File: src/rtl/uart_rx_pkt_ctrl_if.sv
// Host read port of the UART packet controller: packet-valid/length status,
// release acknowledge, and the registered payload read path.
interface uart_rx_pkt_ctrl_if #(
  parameter int unsigned AW = 5
);
  logic          pkt_valid_out;
  logic [AW-1:0] pkt_len_out;
  logic          pkt_ack_in;
  logic [AW-1:0] rd_addr_in;
  logic [7:0]    rd_data_out;

  // master: the packet controller; slave: the host consuming packets
  modport master (
    output pkt_valid_out, pkt_len_out, rd_data_out,
    input  pkt_ack_in, rd_addr_in
  );
  modport slave (
    input  pkt_valid_out, pkt_len_out, rd_data_out,
    output pkt_ack_in, rd_addr_in
  );
endinterface

File: src/rtl/uart_rx_pkt_ctrl.sv
// Frames uart_rx bytes as SOF/LEN/payload/CHK, validates length and XOR checksum,
// enforces an inter-byte timeout and holds each good packet until the host acks it.
module uart_rx_pkt_ctrl #(
  parameter logic [7:0]  SOF_BYTE       = 8'hA5,
  parameter int unsigned MAX_LEN        = 16,
  parameter int unsigned TIMEOUT_CYCLES = 17360,
  parameter int unsigned AW             = $clog2(MAX_LEN + 1)
) (
  input  logic                sysclk_in,
  input  logic                nrst_in,
  input  logic [7:0]          rx_data_in,
  input  logic                data_rdy_in,
  uart_rx_pkt_ctrl_if.master  host,
  output logic                err_crc_out,
  output logic                err_len_out,
  output logic                err_timeout_out,
  output logic                err_overrun_out,
  output logic [2:0]          state_dbg_out
);

  localparam int unsigned IW    = (MAX_LEN > 1) ? $clog2(MAX_LEN) : 1;
  localparam int unsigned DEPTH = 1 << IW;
  localparam int unsigned TW    = (TIMEOUT_CYCLES > 2) ? $clog2(TIMEOUT_CYCLES) : 1;

  typedef enum logic [2:0] {
    S_IDLE    = 3'd0,
    S_LEN     = 3'd1,
    S_PAYLOAD = 3'd2,
    S_CHK     = 3'd3,
    S_HOLD    = 3'd4
  } state_e;

  state_e          state_q;
  logic            rdy_q;
  logic [AW-1:0]   len_q;
  logic [AW-1:0]   idx_q;
  logic [AW-1:0]   idx_d;
  logic [AW-1:0]   plen_q;
  logic            valid_q;
  logic [7:0]      chk_q;
  logic [7:0]      rd_data_q;
  logic [TW-1:0]   cnt_q;
  logic [TW-1:0]   cnt_d;
  logic            err_crc_q;
  logic            err_len_q;
  logic            err_timeout_q;
  logic            err_overrun_q;
  logic [7:0]      pbuf_q [DEPTH];

  logic            byte_evt_c;
  logic            counting_c;
  logic            tmo_hit_c;

  assign byte_evt_c = data_rdy_in & ~rdy_q;
  assign counting_c = (state_q == S_LEN) || (state_q == S_PAYLOAD) || (state_q == S_CHK);
  assign tmo_hit_c  = (cnt_q == TW'(TIMEOUT_CYCLES - 2));
  assign idx_d      = idx_q + AW'(1);
  assign cnt_d      = cnt_q + TW'(1);

  // Frame FSM, timeout counter and error pulses
  always_ff @(posedge sysclk_in or negedge nrst_in) begin
    if (!nrst_in) begin
      state_q       <= S_IDLE;
      rdy_q         <= 1'b0;
      len_q         <= '0;
      idx_q         <= '0;
      plen_q        <= '0;
      valid_q       <= 1'b0;
      chk_q         <= 8'h00;
      cnt_q         <= '0;
      err_crc_q     <= 1'b0;
      err_len_q     <= 1'b0;
      err_timeout_q <= 1'b0;
      err_overrun_q <= 1'b0;
    end else begin
      rdy_q         <= data_rdy_in;
      err_crc_q     <= 1'b0;
      err_len_q     <= 1'b0;
      err_timeout_q <= 1'b0;
      err_overrun_q <= 1'b0;
      cnt_q         <= (byte_evt_c || !counting_c || tmo_hit_c) ? '0 : cnt_d;

      unique case (state_q)
        S_IDLE: begin
          if (byte_evt_c && (rx_data_in == SOF_BYTE)) state_q <= S_LEN;
        end
        S_LEN: begin
          if (byte_evt_c) begin
            len_q <= AW'(rx_data_in);
            chk_q <= rx_data_in;
            idx_q <= '0;
            if (rx_data_in > 8'(MAX_LEN)) begin
              err_len_q <= 1'b1;
              state_q   <= S_IDLE;
            end else if (rx_data_in == 8'h00) begin
              state_q <= S_CHK;
            end else begin
              state_q <= S_PAYLOAD;
            end
          end
        end
        S_PAYLOAD: begin
          if (byte_evt_c) begin
            chk_q <= chk_q ^ rx_data_in;
            idx_q <= idx_d;
            if (idx_d == len_q) state_q <= S_CHK;
          end
        end
        S_CHK: begin
          if (byte_evt_c) begin
            if (rx_data_in == chk_q) begin
              valid_q <= 1'b1;
              plen_q  <= len_q;
              state_q <= S_HOLD;
            end else begin
              err_crc_q <= 1'b1;
              state_q   <= S_IDLE;
            end
          end
        end
        S_HOLD: begin
          // Ack wins over a simultaneous byte, which is then treated as in IDLE
          if (host.pkt_ack_in) begin
            valid_q <= 1'b0;
            plen_q  <= '0;
            state_q <= (byte_evt_c && (rx_data_in == SOF_BYTE)) ? S_LEN : S_IDLE;
          end else if (byte_evt_c) begin
            err_overrun_q <= 1'b1;
          end
        end
        default: state_q <= S_IDLE;
      endcase

      if (counting_c && !byte_evt_c && tmo_hit_c) begin
        err_timeout_q <= 1'b1;
        state_q       <= S_IDLE;
      end
    end
  end

  // Payload buffer; contents survive reset
  always_ff @(posedge sysclk_in) begin
    if ((state_q == S_PAYLOAD) && byte_evt_c) pbuf_q[IW'(idx_q)] <= rx_data_in;
  end

  // Registered host read, zero outside the held payload
  always_ff @(posedge sysclk_in or negedge nrst_in) begin
    if (!nrst_in) begin
      rd_data_q <= 8'h00;
    end else if (valid_q && (host.rd_addr_in < plen_q)) begin
      rd_data_q <= pbuf_q[IW'(host.rd_addr_in)];
    end else begin
      rd_data_q <= 8'h00;
    end
  end

  assign host.pkt_valid_out = valid_q;
  assign host.pkt_len_out   = plen_q;
  assign host.rd_data_out   = rd_data_q;
  assign err_crc_out        = err_crc_q;
  assign err_len_out        = err_len_q;
  assign err_timeout_out    = err_timeout_q;
  assign err_overrun_out    = err_overrun_q;
  assign state_dbg_out      = 3'(state_q);

endmodule

File: src/flat_wrapper.sv
// flat-port wrapper written by rule: the top's interface ports become plain ports
module uart_rx_pkt_ctrl_flat 
#(
  parameter logic [7:0]  SOF_BYTE       = 8'hA5,
  parameter int unsigned MAX_LEN        = 16,
  parameter int unsigned TIMEOUT_CYCLES = 17360,
  parameter int unsigned AW             = $clog2(MAX_LEN + 1)
)
  (sysclk_in, nrst_in, rx_data_in, data_rdy_in, err_crc_out, err_len_out, err_timeout_out, err_overrun_out, state_dbg_out, host_pkt_valid_out, host_pkt_len_out, host_rd_data_out, host_pkt_ack_in, host_rd_addr_in);
  uart_rx_pkt_ctrl_if #(.AW(AW)) host_i ();
  input  logic sysclk_in;
  input  logic nrst_in;
  input  logic [7:0] rx_data_in;
  input  logic data_rdy_in;
  output logic err_crc_out;
  output logic err_len_out;
  output logic err_timeout_out;
  output logic err_overrun_out;
  output logic [2:0] state_dbg_out;
  output wire logic [$bits(host_i.pkt_valid_out)-1:0] host_pkt_valid_out;
  output wire logic [$bits(host_i.pkt_len_out)-1:0] host_pkt_len_out;
  output wire logic [$bits(host_i.rd_data_out)-1:0] host_rd_data_out;
  input wire logic [$bits(host_i.pkt_ack_in)-1:0] host_pkt_ack_in;
  input wire logic [$bits(host_i.rd_addr_in)-1:0] host_rd_addr_in;
  assign host_pkt_valid_out = host_i.pkt_valid_out;
  assign host_pkt_len_out = host_i.pkt_len_out;
  assign host_rd_data_out = host_i.rd_data_out;
  assign host_i.pkt_ack_in = host_pkt_ack_in;
  assign host_i.rd_addr_in = host_rd_addr_in;
  uart_rx_pkt_ctrl #(.SOF_BYTE(SOF_BYTE), .MAX_LEN(MAX_LEN), .TIMEOUT_CYCLES(TIMEOUT_CYCLES), .AW(AW)) u_core (.sysclk_in(sysclk_in), .nrst_in(nrst_in), .rx_data_in(rx_data_in), .data_rdy_in(data_rdy_in), .host(host_i), .err_crc_out(err_crc_out), .err_len_out(err_len_out), .err_timeout_out(err_timeout_out), .err_overrun_out(err_overrun_out), .state_dbg_out(state_dbg_out));
endmodule
File: config.mk
export PLATFORM = sky130hd
export DESIGN_NAME = uart_rx_pkt_ctrl_flat
export DESIGN_NICKNAME = d
export VERILOG_FILES = /design/src/rtl/uart_rx_pkt_ctrl_if.sv /design/src/rtl/uart_rx_pkt_ctrl.sv /design/src/flat_wrapper.sv
export SDC_FILE = /design/constraint.sdc
export NUM_CORES = 1
export LEC_CHECK = 0
export ABC_AREA = 1
export CAP_MARGIN = 10
export CORE_ASPECT_RATIO = 1.2
export CORE_MARGIN = 10
export CORE_UTILIZATION = 60
export DETAILED_ROUTE_END_ITERATION = 6
export PLACE_DENSITY = 0.79
export SLEW_MARGIN = 10
export SYNTH_ARGS = -nofsm -noshare
export SYNTH_HDL_FRONTEND = slang
export SYNTH_SLANG_ARGS = --single-unit
File: constraint.sdc
create_clock -name sysclk_in -period 2.6 [get_ports sysclk_in]
set_clock_uncertainty 0.05 [all_clocks]
set_input_delay 0.52 -clock sysclk_in [delete_from_list [all_inputs] [get_ports sysclk_in]]
set_output_delay 0.52 -clock sysclk_in [all_outputs]
set_load 0.03 [all_outputs]
Word level (Yosys, flattened, before mapping) --
Memory sizes are Yosys's and may differ from the RTL's. Index checks and enable logic that the tools add are counted.
Word-level totals: logic and storage cells 99, output and inout bits 21, bits in registers 55, memory bits (writable) 128, memories 1
Cells by class: eq/ne operators 19, bitwise operators 3, mux-type cells 40, $lt $le $gt $ge 2, reductions and logical operators 19, add/subtract/negate cells 2
Memory list:
- u_core.pbuf_q | words 16, bits a word 8, read ports 1, clocked after memory_dff 0, write ports 1, line uart_rx_pkt_ctrl.sv:48 | logic [7:0] pbuf_q [DEPTH];
Operator list (number):
- $mux 3 | 9
- $mux 5 | 5
- $mux 8 | 3
- $pmux 5 s2 | 2
- $mux 1 | 17
- $pmux 8 s2 | 1
- $add 15x1->15 const B | 1
- $eq 15x15->1 const B | 1
- $mux 15 | 1
- $pmux 3 s5 | 1
- $ne 3x2->1 const B | 4
- $eq 8x8->1 | 1
- $eq 8x8->1 const B | 1
- $gt 8x5->1 const B | 1
- $logic_not 8->1 | 1
- $xor 8x8->8 | 1
- $eq 3x2->1 const B | 2
- $ne 2x1->1 const B | 3
- $reduce_and 6->1 | 1
- $add 5x1->5 const B | 1
- $eq 5x5->1 | 1
- $logic_and 1x1->1 | 5
- $lt 5x5->1 | 1
- $logic_or 1x1->1 | 4
- other kinds (14) | 17

Logic depth before layout (Yosys ltp) --
word-level depth 7, depth in mapped cells 12, gate-level depth less buffers 12

Least setup slack after synthesis --
OpenSTA, ideal clock, no wires.
kind register to register, from register u_core.state_q[2] (netlist: u_core.state_dbg_out[2]), to memory u_core.pbuf_q[0][0], enable pin, arrival time 1602 ps, data required time 2180 ps, cell stages (with the launch flop) 6, clock period less this slack 2022 ps, setup time 370 ps, setup slack 578 ps, cell sequence dfrtp_1 > nor2_2 > nand2_4 > nor2_8 > nand2_1 > nor2_1
On the way: word-level cells in the longest chain between the ends 4
Ends and longest elaborated chain:
- start: declaration | line uart_rx_pkt_ctrl.sv:33 | state_e state_q;
- start signal: assignment | line uart_rx_pkt_ctrl.sv:126 | state_q <= (byte_evt_c && (rx_data_in == SOF_BYTE)) ? S_LEN : S_IDLE;
- $eq 3x2->1 | line uart_rx_pkt_ctrl.sv:143 | if ((state_q == S_PAYLOAD) && byte_evt_c) pbuf_q[IW'(idx_q)] <= rx_data_in;
- $logic_and 1x1->1 | line uart_rx_pkt_ctrl.sv:143
- $mux 1 | line uart_rx_pkt_ctrl.sv:143
- $mux 1 (implied by the code) | line uart_rx_pkt_ctrl.sv:143
- end: declaration | line uart_rx_pkt_ctrl.sv:48
Every way passes these cells.

Worst setup path after layout --
from register u_core.state_q[2] (netlist: u_core.state_dbg_out[2]), to output state_dbg_out[2]
RTL lines:
- end: declaration | line flat_wrapper.sv:19 | output logic [2:0] state_dbg_out;
No word-level cell between the ends.

==> results.tsv <==
metric	value	unit
status	finished clean	
drt_wl_total	20200	µm
wl_met2	10100	µm
num_vias	6243	
ant_nets	0	
max_freq	442	MHz
postCtsHoldBufs	0	
num_rows	46	
arrival	1690	ps
vias_per_cell	5.94	
dieArea	18700	µm²
power.density	825	nW/µm²
antenna_found_initial	0	
rsz0062_at_grt	false	
p_leak	3.83	nW
setup_viol	0	
slew_violations	0	
cts_sinks	183	
drive_gt1_share	12.2	%
initial_core_util	61.3	%
yosysWarnings	0	
gp_congestion	0.898	
fin_crit	2260	ps
cts_resized	0	
overflow	0	
min_period_over_period	87.0	%
dieWidth	126	µm
gr-usage-all-layers	21.6	%
maxCapViolations	0	
cp_top_family	buffers and inverters	
ys_seq_elements	183	
drt_pass1_iterations	5	
cts_buffers	17	
grt_max_degree	66	
grt_pass1_vias	6233	
dp_hpwl	13300	µm
cpPeakStageDelay	740	ps
grt_pass1_wl	32100	µm
tightest_slew	593	ps
syn_area_per_cell	10.2	µm²
drc	0	
finalHoldViolCount	0	
slowest_stage	clkdlybuf4s50_1	
post_cts_buffers	0	
end_kind	output port	
syn_area	8150	µm²
tritoncts	built	
hold_class	in -> async	
timing.slew.headroom	60.5	%
highest_layer	met4	
insertion_delay	430	ps
tns	0	ps
dr.first_iter.drc_count	788	
crit_required	2030	ps
critPathKind	reg -> out	
core-area	13300	µm²
fin_ws	337	ps
nets	897	
path_clk_slew	70	ps
critPathBufInv	1	
met3_length	1710	µm
ir_drop	0.621	mV
cts.htree.levels	4	
diodes	0	
cp_max_fo	7	
clk_path_buf_depth	2	
wl_per_cell	19.2	µm
totalPowerFinal	7.88	mW
num_io_pins	38	
crit_chain	clkdlybuf4s50_1	
seq_area_frac_synth	64.0	%
portBuffers	37	
mappedNetlistNets	824	
ys_types	39	
synthCells	797	
die_h	148	µm
root_buffer	clkbuf_16	
syn_to_final_growth	17.3	%
crit_path_start_kind	flip-flop	
dp_slack	42.9	ps
wl_met1	7860	µm
## per-stage QoR
step / util (%) / instances / cell area, µm² / hold WS (ps)
final: 71.9 / 1051 / 9560 / 38.2
after global routing: 71.9 / 1051 / 9560 / 61.1
after CTS: 71.9 / 1051 / 9560 / 58.1
after detailed placement: 67.4 / 1019 / 8960 / 430
after global placement: 67.4 / 1019 / 8960 / 417
after floorplan: - / 797 / 8150 / 174
## registers in the layout (all words and copies together), names as in the netlist
name and count:
u_core.err_timeout_out 1, u_core.rdy_q 1, u_core.cnt_q 15, u_core.state_dbg_out 3
u_core.len_q 5, u_core.pbuf_q 128, u_core.host.rd_data_out 8, u_core.err_crc_out 1
u_core.chk_q 8, u_core.host.pkt_len_out 5, u_core.host.pkt_valid_out 1, u_core.err_overrun_out 1
u_core.err_len_out 1, u_core.idx_q 5
## worst paths after layout
path                                                           from                                  end  slack [ps]  depth (start not counted)
worst max-delay path            u_core.state_dbg_out[2]$_DFFE_PN0P_                     state_dbg_out[2]         340                          1
worst min-delay path                                        nrst_in          u_core.len_q[0]$_DFFE_PN0P_          40                          1
worst max register to register          u_core.idx_q[0]$_DFFE_PN0P_  u_core.state_dbg_out[0]$_DFFE_PN0P_         620                         11
worst min register to register            u_core.cnt_q[0]$_DFF_PN0_            u_core.cnt_q[0]$_DFF_PN0_         440                          1
max in group asynchronous                                   nrst_in          u_core.chk_q[5]$_DFFE_PN0P_        1870                          2
min in group sysclk_in                    u_core.cnt_q[0]$_DFF_PN0_            u_core.cnt_q[0]$_DFF_PN0_         440                          1
## layout make-up
cell class	count	area (µm²)
clock buffer	17	425
clock inverter	15	174
fill	918	3740
inverter	52	200
multi-input combinational	534	2590
sequential	183	5220
tap	168	210
timing repair buffer	82	736
## cell usage in the layout (no fill, tap or decap), drive strengths merged
cell type	n
ha	10
nor4	3
dfrtp	55
xor2	6
clkbuf	17
edfxtp	128
nand4	13
buf	47
xnor2	5
nor3b	1
nand3b	2
inv	60
nand2	239
a21boi	1
nand3	87
a21oi	19
clkdlybuf4s50	35
nor2	74
o21a	1
nor3	14
o21ai	37
bufinv	2
clkinv	5
or2	1
a32oi	1
a31oi	16
o211ai	4
## power breakdown
part	leakage [nW]	internal, mW	switching (mW)	total (mW)
logic	1.66	0.632	1.08	1.71
clock network	0.300	1.46	1.17	2.62
registers	1.87	3.35	0.203	3.55
total	3.83	5.44	2.44	7.88
## cell usage after synthesis
library cell | number | area (µm²)
nor4_1 | 3 | 18.8
nor2_1 | 62 | 233
o21ai_0 | 27 | 135
nand2_4 | 1 | 11.3
a31oi_1 | 16 | 100
inv_1 | 46 | 173
buf_1 | 3 | 11.3
a21boi_0 | 1 | 7.51
nand3_1 | 87 | 435
buf_4 | 1 | 7.51
inv_2 | 3 | 11.3
ha_1 | 10 | 125
xor2_1 | 6 | 52.6
nor2_2 | 7 | 43.8
clkbuf_1 | 9 | 33.8
a21oi_1 | 19 | 95.1
nor3b_1 | 1 | 7.51
nor3_1 | 11 | 55.1
nand2_2 | 3 | 18.8
o21a_1 | 1 | 7.51
edfxtp_1 | 128 | 3840
o211ai_1 | 4 | 30.0
nand2_1 | 235 | 882
nor3_2 | 2 | 20.0
nor2_4 | 3 | 33.8
buf_8 | 1 | 15.0
inv_6 | 1 | 8.76
nand4_1 | 13 | 81.3
clkinv_1 | 2 | 7.51
nor2_8 | 2 | 40.0
nor3_4 | 1 | 16.3
o21ai_1 | 5 | 25.0
xnor2_1 | 5 | 43.8
buf_2 | 14 | 70.1
nand3b_1 | 2 | 15.0
or2_2 | 1 | 6.26
o21ai_2 | 5 | 43.8
dfrtp_1 | 55 | 1380
a32oi_1 | 1 | 8.76
## cell families (layout without fill, tap and decap cells)
family / count (synthesis) / in the layout / synth area share [%]
AND/OR/NAND/NOR: 434 / 434 / 23.5
flip-flops: 183 / 183 / 64.0
buffers and inverters: 80 / 166 / 4.14
AO/OA/AOI/OAI: 79 / 79 / 5.56
XOR/XNOR: 11 / 11 / 1.18
adder cells (fa/ha/maj): 10 / 10 / 1.54
## layer usage
layer  up-vias  GRT usage, %
li1       2862             -
met1      3011          25.7
met2       319          36.0
met3        51          5.69
met4         0          9.18
met5         -             0
Power figures use the tool's default switching activity.
